File: config.mk
export PLATFORM = sky130hd
export DESIGN_NAME = audio_pwm_out
export DESIGN_NICKNAME = d
export VERILOG_FILES = /design/src/rtl/audio_pkg.sv /design/src/rtl/pwm_dac.sv /design/src/rtl/audio_pwm_out.sv
export SDC_FILE = /design/constraint.sdc
export NUM_CORES = 1
export LEC_CHECK = 0
export ABC_AREA = 1
export CORE_MARGIN = 4
export CORE_UTILIZATION = 54
export DETAILED_ROUTE_END_ITERATION = 16
export PLACE_DENSITY = 0.8
export SLEW_MARGIN = 10
export SYNTH_ARGS = -nofsm -noshare
export SYNTH_HDL_FRONTEND = slang
export SYNTH_SLANG_ARGS = --single-unit
File: constraint.sdc
create_clock -name clk -period 2.3 [get_ports clk]
set_input_delay 0.23 -clock clk [delete_from_list [all_inputs] [get_ports clk]]
set_output_delay 0.23 -clock clk [all_outputs]
set_load 0.03 [all_outputs]
File: src/rtl/audio_pkg.sv
// Shared types and constants for the PWM audio output path.
package audio_pkg;

  localparam int SAMPLE_W = 6;
  localparam logic [SAMPLE_W-1:0] MID_LEVEL = 6'd32;
  localparam logic [SAMPLE_W-1:0] LEVEL_ONE = 6'd1;

  typedef enum logic [1:0] {
    OFF       = 2'd0,
    RAMP_UP   = 2'd1,
    RUN       = 2'd2,
    RAMP_DOWN = 2'd3
  } pwm_state_t;

  // One-LSB move toward tgt; returns cur unchanged when already there.
  function automatic logic [SAMPLE_W-1:0] step_toward(
    input logic [SAMPLE_W-1:0] cur,
    input logic [SAMPLE_W-1:0] tgt
  );
    if (cur < tgt) begin
      return cur + LEVEL_ONE;
    end else if (cur > tgt) begin
      return cur - LEVEL_ONE;
    end else begin
      return cur;
    end
  endfunction

endpackage

File: src/rtl/pwm_dac.sv
// 64-clock PWM modulator; duty is reloaded only at period wrap so a level
// change never disturbs the period in progress.
module pwm_dac
  import audio_pkg::*;
(
  input  logic                clk,
  input  logic                resetn,
  input  logic [SAMPLE_W-1:0] level_i,
  output logic                pwm_o
);

  logic [SAMPLE_W-1:0] pwm_cnt_q;
  logic [SAMPLE_W-1:0] duty_q;
  logic                pwm_q;

  always_ff @(posedge clk or negedge resetn) begin
    if (!resetn) begin
      pwm_cnt_q <= '0;
      duty_q    <= '0;
      pwm_q     <= 1'b0;
    end else begin
      pwm_cnt_q <= pwm_cnt_q + LEVEL_ONE;
      if (&pwm_cnt_q) begin
        duty_q <= level_i;
      end
      pwm_q <= (pwm_cnt_q < duty_q);
    end
  end

  assign pwm_o = pwm_q;

endmodule

File: src/rtl/audio_pwm_out.sv
// Audio output stage: sample-rate timebase, click-free enable/disable ramp
// state machine and PWM pin driver.
module audio_pwm_out
  import audio_pkg::*;
#(
  parameter int unsigned          SAMPLE_DIV = 1134,
  parameter logic [SAMPLE_W-1:0]  MID        = MID_LEVEL
) (
  input  logic                clk,
  input  logic                resetn,
  input  logic                enable,
  input  logic [SAMPLE_W-1:0] sample_in,
  input  logic [15:0]         voices_active,
  output logic                sample_strobe,
  output logic [SAMPLE_W-1:0] level,
  output logic                ramping,
  output logic                pwm_out,
  output pwm_state_t          state_dbg
);

  localparam logic [15:0] DIV_LAST = 16'(SAMPLE_DIV - 1);

  logic [15:0]         div_cnt_q;
  logic                strobe_q;
  pwm_state_t          state_q, state_d;
  logic [SAMPLE_W-1:0] level_q, level_d;
  logic                ramping_q;

  // sample_strobe is a bare one-clock pulse with no back-pressure: upstream
  // must present a stable sample_in/voices_active while it is high.
  always_ff @(posedge clk or negedge resetn) begin
    if (!resetn) begin
      div_cnt_q <= '0;
      strobe_q  <= 1'b0;
    end else begin
      div_cnt_q <= (div_cnt_q == DIV_LAST) ? 16'd0 : div_cnt_q + 16'd1;
      strobe_q  <= (div_cnt_q == DIV_LAST);
    end
  end

  // Level steps follow the current state's rule; enable changes the state on
  // the same edge, so a coinciding strobe still uses the old rule.
  always_comb begin
    state_d = state_q;
    level_d = level_q;
    case (state_q)
      OFF: begin
        level_d = '0;
        if (enable) state_d = RAMP_UP;
      end
      RAMP_UP: begin
        if (strobe_q) begin
          level_d = step_toward(level_q, MID);
          if (step_toward(level_q, MID) == MID) state_d = RUN;
        end
        if (!enable) state_d = RAMP_DOWN;
      end
      RUN: begin
        // The mixer divides by the voice count, so its output is meaningless
        // with no voice playing; hold silence instead.
        if (strobe_q) level_d = (|voices_active) ? sample_in : MID;
        if (!enable) state_d = RAMP_DOWN;
      end
      RAMP_DOWN: begin
        if (strobe_q) begin
          level_d = (level_q == '0) ? '0 : level_q - LEVEL_ONE;
          if (level_q <= LEVEL_ONE) state_d = OFF;
        end
        if (enable) state_d = RAMP_UP;
      end
      default: begin
        state_d = OFF;
        level_d = '0;
      end
    endcase
  end

  always_ff @(posedge clk or negedge resetn) begin
    if (!resetn) begin
      state_q   <= OFF;
      level_q   <= '0;
      ramping_q <= 1'b0;
    end else begin
      state_q   <= state_d;
      level_q   <= level_d;
      ramping_q <= (state_d == RAMP_UP) || (state_d == RAMP_DOWN);
    end
  end

  pwm_dac u_dac (
    .clk     (clk),
    .resetn  (resetn),
    .level_i (level_q),
    .pwm_o   (pwm_out)
  );

  assign sample_strobe = strobe_q;
  assign level         = level_q;
  assign ramping       = ramping_q;
  assign state_dbg     = state_q;

endmodule

# After elaboration in Yosys (flattened, before gate mapping)
# Index checks and enable logic that the tools add are counted.
# word_totals
in_bits,25
n_memories,0
reg_bits,39
mem_bits_ro,0
latchBits,0
elab_cells,51
out_inout_bits,11
ram_bits,0
# op_classes
magnitude_cmp,4
n_eq_ne,10
n_reduce_logical,6
n_addsub,4
shift,0
n_mux,19
n_bitwise,0
multipliers,0
n_div,0
# op_table
op,count
2-to-1 mux 6 bit,8
case mux 6 bit (4 select lines),1
adder 16 x 1 -> 16 bit (second input constant),1
== test 16 x 11 -> 1 bit (second input constant),1
2-to-1 mux 16 bit,1
2-to-1 mux 2 bit,8
OR reduction 16 bit,1
adder 6 x 1 -> 6 bit (second input constant),2
case mux 2 bit (4 select lines),1
== test 2 bit (second input constant),3
== test 6 bit (second input constant),1
> comparator 6 bit (second input constant),1
less-or-equal comparator 6 x 1 -> 1 bit (second input constant),1
zero test 6 bit,1
< comparator 6 bit,1
< comparator 6 bit (second input constant),1
!= test 2 bit (second input constant),3
AND reduction 6 bit,1
subtractor 6 x 1 -> 6 bit (second input constant),1
== test 2 x 1 -> 1 bit (second input constant),2
AND reduction 3 bit,1
zero test 2 bit,1
logical OR 1 bit,1

# Logic depth before layout (Yosys ltp)
# Gate-level depths: netlist (run 1).
# depth
word_depth,12
ltp_mapped,14
mapped_depth_nobuf,14

# Cells and area by module
# Synthesis (run 1) repeated with hierarchy kept, for this count alone.
# hier_totals
hier_cells,320
area_unflattened_um2,2429.8
# modules_own_cells
module,seq_area_each_um2,n_inst,cells_each,area_per_inst_um2
audio_pwm_out,650.6,1,250,1788.0
pwm_dac,325.3,1,70,641.9

# Least setup slack after synthesis (run 1)
# OpenSTA, ideal clock, no wires.
# synth_path
path_type,flip-flop to flip-flop
from,register level_q[0] (netlist: level[0])
to,register level_q[5] (netlist: level[5])
n_path_buf,0
t_required_ns,2.168
synth_period_minus_slack_ns,1.872
stages_incl_launch_ff,11
t_arrival_ns,1.740
setup_slack_ns,0.428
setup_ns,0.132
cell_sequence,dfrtp_1 > inv_1 > ha_1 > inv_1 > nor2_1 > nand2_1 > nand2_1 > o21ai_0 > nor3_1 > o21ai_0 > o21ai_0
# synth_between
elab_chain_cells,5
elab_cells_between_ends,11
cone_classes,2 x add/sub; 2 x order compare; 6 x mux; 1 x reduce/logical
# synth_rtl
element,line_no,text
start: declaration,audio_pwm_out.sv:26,"logic [SAMPLE_W-1:0] level_q, level_d;"
start signal: assignment,audio_pwm_out.sv:85,level_q <= level_d;
subtractor 6 x 1 -> 6 bit or > comparator 6 bit (tied branches),"audio_pkg.sv:23, audio_pwm_out.sv:66, audio_pkg.sv:22",
2-to-1 mux 6 bit (3 in series),--,
case mux 6 bit (4 select lines) *,audio_pwm_out.sv:46,case (state_q)
# Every way passes the cells marked *; elsewhere a longest branch is shown, timed or not. The select of a mux whose other input is x is not followed.
# A chain may end at the register's enable or synchronous reset.

# Final worst setup path (run 1)
# layout_path
from,register level_q[0] (netlist: level[0])
to,register ramping_q (netlist: ramping)
# layout_between
elab_chain_cells,12
elab_cells_between_ends,20
cone_classes,2 x add/sub; 3 x order compare; 3 x eq/ne; 11 x mux; 1 x reduce/logical
# layout_rtl
element,line_no,text
subtractor 6 x 1 -> 6 bit or > comparator 6 bit (tied branches),"audio_pkg.sv:23, audio_pkg.sv:22",
2-to-1 mux 6 bit,audio_pkg.sv:22,end else if (cur > tgt) begin
2-to-1 mux 6 bit,audio_pkg.sv:20,if (cur < tgt) begin
2-to-1 mux 6 bit,audio_pwm_out.sv:52,if (strobe_q) begin
2-to-1 mux 6 bit,audio_pwm_out.sv:46,
== test 6 bit,audio_pwm_out.sv:54,"if (step_toward(level_q, MID) == MID) state_d = RUN;"
2-to-1 mux 2 bit,audio_pwm_out.sv:54,
2-to-1 mux 2 bit,audio_pwm_out.sv:52,
2-to-1 mux 2 bit,audio_pwm_out.sv:56,if (!enable) state_d = RAMP_DOWN;
case mux 2 bit (4 select lines) *,audio_pwm_out.sv:46,
via state_d[0],audio_pwm_out.sv:25,"pwm_state_t state_q, state_d;"
== test 2 x 1 -> 1 bit or == test 2 bit (tied branches),audio_pwm_out.sv:86,ramping_q <= (state_d == RAMP_UP) || (state_d == RAMP_DOWN);
logical OR 1 bit *,audio_pwm_out.sv:86,
end signal: assignment,audio_pwm_out.sv:86,
end: declaration,audio_pwm_out.sv:27,logic ramping_q;
# The timed path passes the listed nets; every way through them passes the cells marked *. The select of a mux whose other input is x is not followed.

==> impl_metrics.py, run 1 <==
metrics = {
    "detailed_routing": {
        "vias": 2045,
        "vias_per_cell": 5.23,
        "drc": 0,
        "first_pass_iters": 4,
        "avgRoutedWirePerCell_um": 12.8,
        "postRouteAntennaNets": 0,
        "wl_um": 5010,
        "first_iter_violations": 166,
    },
    "timing": {
        "fin_crit_ns": 2.09,
        "timing.final.crit_share": 0.910,
        "worst_slew_pin_slew_ns": 0.812,
        "drv_slew": 0,
        "clock.fmax_mhz": 478,
        "maxSlewHeadroom": 0.459,
        "setup_violations": 0,
        "rsz0062_at_grt": "false",
        "hold_viol": 0,
        "finalClockSkew_ns": 0.00801,
        "tns_ns": 0,
    },
    "power_and_ir_drop": {
        "total_power_uw": 2590,
        "vdd_drop_max_mv": 0.647,
        "power.density_nw_per_um2": 915,
        "leakagePower_uw": 0.00134,
    },
    "die": {
        "dieArea_um2": 5420,
        "std_cell_rows": 23,
        "pin_count": 36,
        "die_y_um": 73.6,
        "core_area_um2": 4090,
        "start_util": 0.569,
        "dieWidth_um": 73.6,
    },
    "synthesis": {
        "synth_cell_type_count": 28,
        "ys_seq_area_frac": 0.409,
        "synth_cells": 304,
        "synth_seq_cells": 38,
        "syn-num-nets": 341,
        "netlist_area_um2": 2320,
        "synth.avg_cell_area_um2": 7.64,
        "yosysWarnings": 0,
    },
    "setup_path": {
        "path_max_fanout": 10,
        "path_class": "reg -> reg",
        "reg2reg_slack_ns": 0.21,
        "worstSetupEndpointType": "flip-flop",
        "r2r_start": "level[0]$_DFFE_PN0P_",
        "critPathMaxStageDelay_ns": 0.49,
        "worst_path_most_repeated_cell": "nand2_1",
        "r2r-end": "ramping$_DFF_PN0_",
        "crit_chain": "inv_1 -> ha_1 -> inv_1 -> nor2_1 -> nand2_1 -> nand2_1 -> inv_1 -> nand2_1 -> nand2_1 -> nor2_1 -> nand4_1 -> nand2_1 -> a21oi_1",
        "critPathArrivalTime_ns": 2.27,
        "worstRegToRegCells": 13,
        "start_kind": "flip-flop",
        "slowest_stage": "dfrtp_1",
        "required_ns": 2.48,
    },
    "grt": {
        "grt.overflow.total": 0,
        "grt_antenna_before_repair": 0,
        "grt_pass1_vias": 2052,
        "grt_pass1_wl_um": 8830,
        "grt_max_degree": 39,
        "grt_use_total": 0.207,
    },
    "hold_path": {
        "hp-class": "in -> async",
    },
    "finish": {
        "seq_area_um2": 951,
        "final_net_count": 377,
        "drive_above_1_share": 0.0499,
        "synthToLayoutAreaGrowth_pct": 22.1,
        "instances_no_fill": 391,
        "antenna_cells": 0,
        "n_fill_cell": 344,
        "multi_input_area_um2": 1190,
        "post-route-util": 0.694,
    },
    "placed_design": {
        "dpl.hpwl_um": 3830,
        "port_buffers": 35,
        "placedCellCount": 383,
        "gp_congestion": 0.915,
    },
    "status": {
        "status": "completed",
    },
    "clocking": {
        "cts_setup_buffers": 0,
        "cts-root-buf": "clkbuf_8",
        "htreeDepth": 2,
        "cts.sinks": 38,
        "clkTransAtPathRegs_ns": 0.08,
        "cts_buffer_depth": 2,
        "cts_hold_buf": 0,
        "cts_buffers": 5,
        "cts_resized": 0,
        "clk_latency_ns": 0.29,
        "cts_tree": "yes",
    },
    "run": {
        "max-cap-violations": 0,
    },
}
cell usage in the layout, fill, tap and decap left out, drive strengths merged, types with 7 or more instances in the layout:
master	instances
inv	39
nand2	68
nand3	25
nor2	42
nand4	10
ha	12
xor2	10
dfrtp	38
o21ai	23
a21oi	9
clkdlybuf4s50	34
nor3	7
power breakdown:
| group | total [uW] | switching (uW) | internal, uW |
|---|---|---|---|
| registers | 875 | 150 | 725 |
| clock network | 681 | 246 | 435 |
| logic | 1040 | 650 | 389 |
synth_stat cells, drive strengths merged:
cell | number | area share
nand3 | 25 | 0.054
nor2 | 42 | 0.076
nor3 | 7 | 0.022
buf | 4 | 0.011
ha | 12 | 0.065
a2111oi | 1 | 0.0038
or2 | 1 | 0.0027
dfrtp | 38 | 0.41
clkbuf | 2 | 0.0032
nand4 | 10 | 0.027
o21ai | 23 | 0.050
nand2 | 68 | 0.11
inv | 39 | 0.063
nor4 | 2 | 0.0054
a21oi | 9 | 0.019
o2111ai | 1 | 0.0038
xor2 | 10 | 0.038
nor3b | 1 | 0.0032
xnor2 | 5 | 0.019
o221ai | 1 | 0.0038
nand3b | 2 | 0.0065
a31oi | 1 | 0.0027
registers in the layout, indices dropped and copies added, names as in the netlist:
register,count
sample_strobe,1
state_dbg,1
ramping,1
u_dac.duty_q,6
u_dac.pwm_o,1
level,6
u_dac.pwm_cnt_q,6
div_cnt_q,16
critical path, delay by kind of cell (launching register included):
kind | cells | cell delay [ns]
flip-flops | 1 | 0.49
buffers and inverters | 3 | 0.29
AND/OR/NAND/NOR | 8 | 0.93
AO/OA/AOI/OAI | 1 | 0.06
adder cells (fa/ha/maj) | 1 | 0.19
logic make-up (layout without fill, tap and decap cells):
logic type	after synthesis	in the layout	share of synthesized area
AOI/OAI and AO/OA	36	36	0.0829
buffers and inverters	45	82	0.0770
adders and majority gates	12	12	0.0646
xor gates and xnor gates	15	15	0.0565
and+or+nand+nor	158	158	0.310
DFF	38	38	0.409
layout make-up:
cell class,instances,area share
repair buffers,35,0.122
well taps,50,0.0221
clock inverters,3,0.0243
inverters,39,0.0516
multi-input cells,221,0.421
clock buffers,5,0.0243
flip-flops and latches,38,0.335
how the worst max path moves through the flow:
| stage | start | to | slack (ns) |
|---|---|---|---|
| floorplan | level[0]$_DFFE_PN0P_ | level[5]$_DFFE_PN0P_ | 0.43 |
| global placement | level[0]$_DFFE_PN0P_ | ramping$_DFF_PN0_ | 0.44 |
| detailed placement | level[0]$_DFFE_PN0P_ | ramping$_DFF_PN0_ | 0.26 |
| CTS | level[0]$_DFFE_PN0P_ | ramping$_DFF_PN0_ | 0.23 |
| global route | level[0]$_DFFE_PN0P_ | ramping$_DFF_PN0_ | 0.01 |
| finish | level[0]$_DFFE_PN0P_ | ramping$_DFF_PN0_ | 0.21 |
metal layers:
| metal | track usage | vias to the layer above | routed length (um) |
|---|---|---|---|
| li1 | - | 1056 | - |
| met1 | 0.266 | 929 | 2310 |
| met2 | 0.350 | 48 | 2410 |
| met3 | 0.0369 | 12 | 206 |
| met4 | 0.0684 | 0 | 82 |
| met5 | 0 | - | 0 |
through the flow:
stage | cell area [um2] | hold slack [ns] | setup WS (ns)
after CTS | 2840 | 0.0450 | 0.235
after detailed placement | 2700 | 0.370 | 0.263
after floorplan | 2320 | -0.0656 | 0.428
after global routing | 2840 | 0.0838 | 0.0117
final | 2840 | 0.0208 | 0.207
after global placement | 2700 | 0.371 | 0.439
No activity file was read; power rests on OpenSTA's default activity.
==> run 2: changes to the inputs <==
Settings changed: GPL_ROUTABILITY_DRIVEN set to 0, SLEW_MARGIN 10 to unset.
==> run 2 against run 1 <==
Effect of this change: wire length fell by 1.2%; core utilization did not move; final area did not move; setup slack improved by 0.13 ns; hold slack got worse by 0.0082 ns; largest cell class unchanged.
==> impl_metrics.py, run 2 (synthesis gave the netlist of run 1 again) <==
metrics = {
    "detailed_routing": {
        "highest_layer": "met4",
        "first_pass_iters": 4,
        "drc": 0,
        "postRouteAntennaNets": 0,
        "dr_wl_met3_um": 263,
        "routed-wl-met2_um": 2300,
        "first_iter_violations": 145,
        "avgRoutedWirePerCell_um": 12.7,
        "vias": 2071,
        "wl_um": 4950,
        "vias_per_cell": 5.30,
        "m1WireLength_um": 2270,
    },
    "timing": {
        "hold_viol": 0,
        "fin_crit_ns": 1.97,
        "tns_ns": 0,
        "drv_slew": 0,
        "worst_slew_pin_slew_ns": 0.815,
        "maxSlewHeadroom": 0.457,
        "timing.final.crit_share": 0.856,
        "rsz0062_at_grt": "false",
        "setup_violations": 0,
        "clock.fmax_mhz": 508,
        "finalClockSkew_ns": 0.0108,
    },
    "clocking": {
        "cts_buffers": 5,
        "cts_resized": 0,
        "cts_hold_buf": 0,
        "clk_latency_ns": 0.30,
        "htreeDepth": 2,
        "cts_tree": "yes",
        "cts_setup_buffers": 0,
        "clkTransAtPathRegs_ns": 0.09,
        "cts_buffer_depth": 2,
        "cts.sinks": 38,
        "cts-root-buf": "clkbuf_8",
    },
    "finish": {
        "largest-register": "div_cnt_q",
        "drive_above_1_share": 0.0499,
        "synthToLayoutAreaGrowth_pct": 22.1,
        "instances_no_fill": 391,
        "final_common_cell": "nand2_1",
        "mostFrequentLayoutCells": "65 x nand2_1, 40 x nor2_1, 39 x inv_1",
        "final_net_count": 377,
        "antenna_cells": 0,
        "largest_reg_flops": 16,
        "n_fill_cell": 340,
        "post-route-util": 0.694,
    },
    "setup_path": {
        "worstRegToRegCells": 13,
        "critPathMaxStageDelay_ns": 0.49,
        "worstSetupEndpointType": "flip-flop",
        "path_max_fanout": 10,
        "required_ns": 2.48,
        "crit_chain": "inv_1 -> ha_1 -> inv_1 -> nor2_1 -> nand2_1 -> nand2_1 -> inv_1 -> nand2_1 -> nand2_1 -> nor2_1 -> nand4_1 -> nand2_1 -> a21oi_1",
        "critPathArrivalTime_ns": 2.15,
        "slowest_stage": "dfrtp_1",
        "path_class": "reg -> reg",
        "worst_path_most_repeated_cell": "nand2_1",
        "start_kind": "flip-flop",
    },
    "placed_design": {
        "port_buffers": 35,
        "dpl.hpwl_um": 3780,
        "placedCellCount": 383,
    },
    "die": {
        "dieWidth_um": 73.6,
        "std_cell_rows": 23,
        "core_area_um2": 4090,
        "start_util": 0.569,
        "dieArea_um2": 5420,
        "pin_count": 36,
        "die_y_um": 73.6,
    },
    "power_and_ir_drop": {
        "vdd_drop_max_mv": 0.769,
        "power.density_nw_per_um2": 920,
        "leakagePower_uw": 0.00134,
    },
    "status": {
        "status": "completed",
    },
    "grt": {
        "grt_antenna_before_repair": 0,
        "grt_pass1_wl_um": 8400,
        "grt_use_total": 0.197,
        "grt.overflow.total": 0,
        "grt_max_degree": 39,
        "grt_pass1_vias": 1915,
    },
    "hold_path": {
        "hp-class": "in -> async",
    },
    "run": {
        "max-cap-violations": 0,
    },
}
run 2: routing by layer:
metal,vias up,global-route usage
met4,0,0.0704
met5,-,0
li1,1056,-
met1,948,0.261
met2,52,0.310
met3,15,0.0534
run 2: layout make-up:
type	instances	area (um2)	area share
timing repair buffer	35	345	0.122
clock inverter	3	68.8	0.0243
tap	50	62.6	0.0221
inverter	39	146	0.0516
multi-input combinational	221	1190	0.421
clock buffer	5	68.8	0.0243
sequential	38	951	0.335
run 2: final timing paths:
check	from	endpoint	slack, ns
worst max-delay path	level[0]$_DFFE_PN0P_	ramping$_DFF_PN0_	0.33
worst min-delay path	resetn	u_dac.pwm_cnt_q[3]$_DFF_PN0_	0.01
worst max register to register	level[0]$_DFFE_PN0P_	ramping$_DFF_PN0_	0.33
worst min register to register	u_dac.pwm_cnt_q[0]$_DFF_PN0_	u_dac.pwm_cnt_q[0]$_DFF_PN0_	0.47
max in group asynchronous	resetn	div_cnt_q[5]$_DFF_PN0_	1.76
min in group clk	u_dac.pwm_cnt_q[0]$_DFF_PN0_	u_dac.pwm_cnt_q[0]$_DFF_PN0_	0.47
run 2: critical path: cells and delay by family (launching register included):
kind / cells / cell delay, ns
DFF: 1 / 0.49
and+or+nand+nor: 8 / 0.85
buffers and inverters: 3 / 0.28
AOI/OAI and AO/OA: 1 / 0.06
adders and majority gates: 1 / 0.18
run 2: stage by stage:
stage	setup slack [ns]	power, uW	area, um2	hold slack [ns]
2_1_floorplan	0.428	1590	2320	-0.0656
3_3_place_gp	0.443	1900	2700	0.371
3_5_place_dp	0.358	1910	2700	0.379
4_1_cts	0.342	2610	2840	0.0566
5_1_grt	0.0644	2800	2840	0.0883
6_report	0.332	2610	2840	0.0126
run 2: power breakdown:
group | leakage [uW] | internal (uW) | switching (uW) | total [uW]
clock network | 0.0000683 | 435 | 261 | 696
logic | 0.000777 | 391 | 647 | 1040
registers | 0.000490 | 725 | 151 | 876
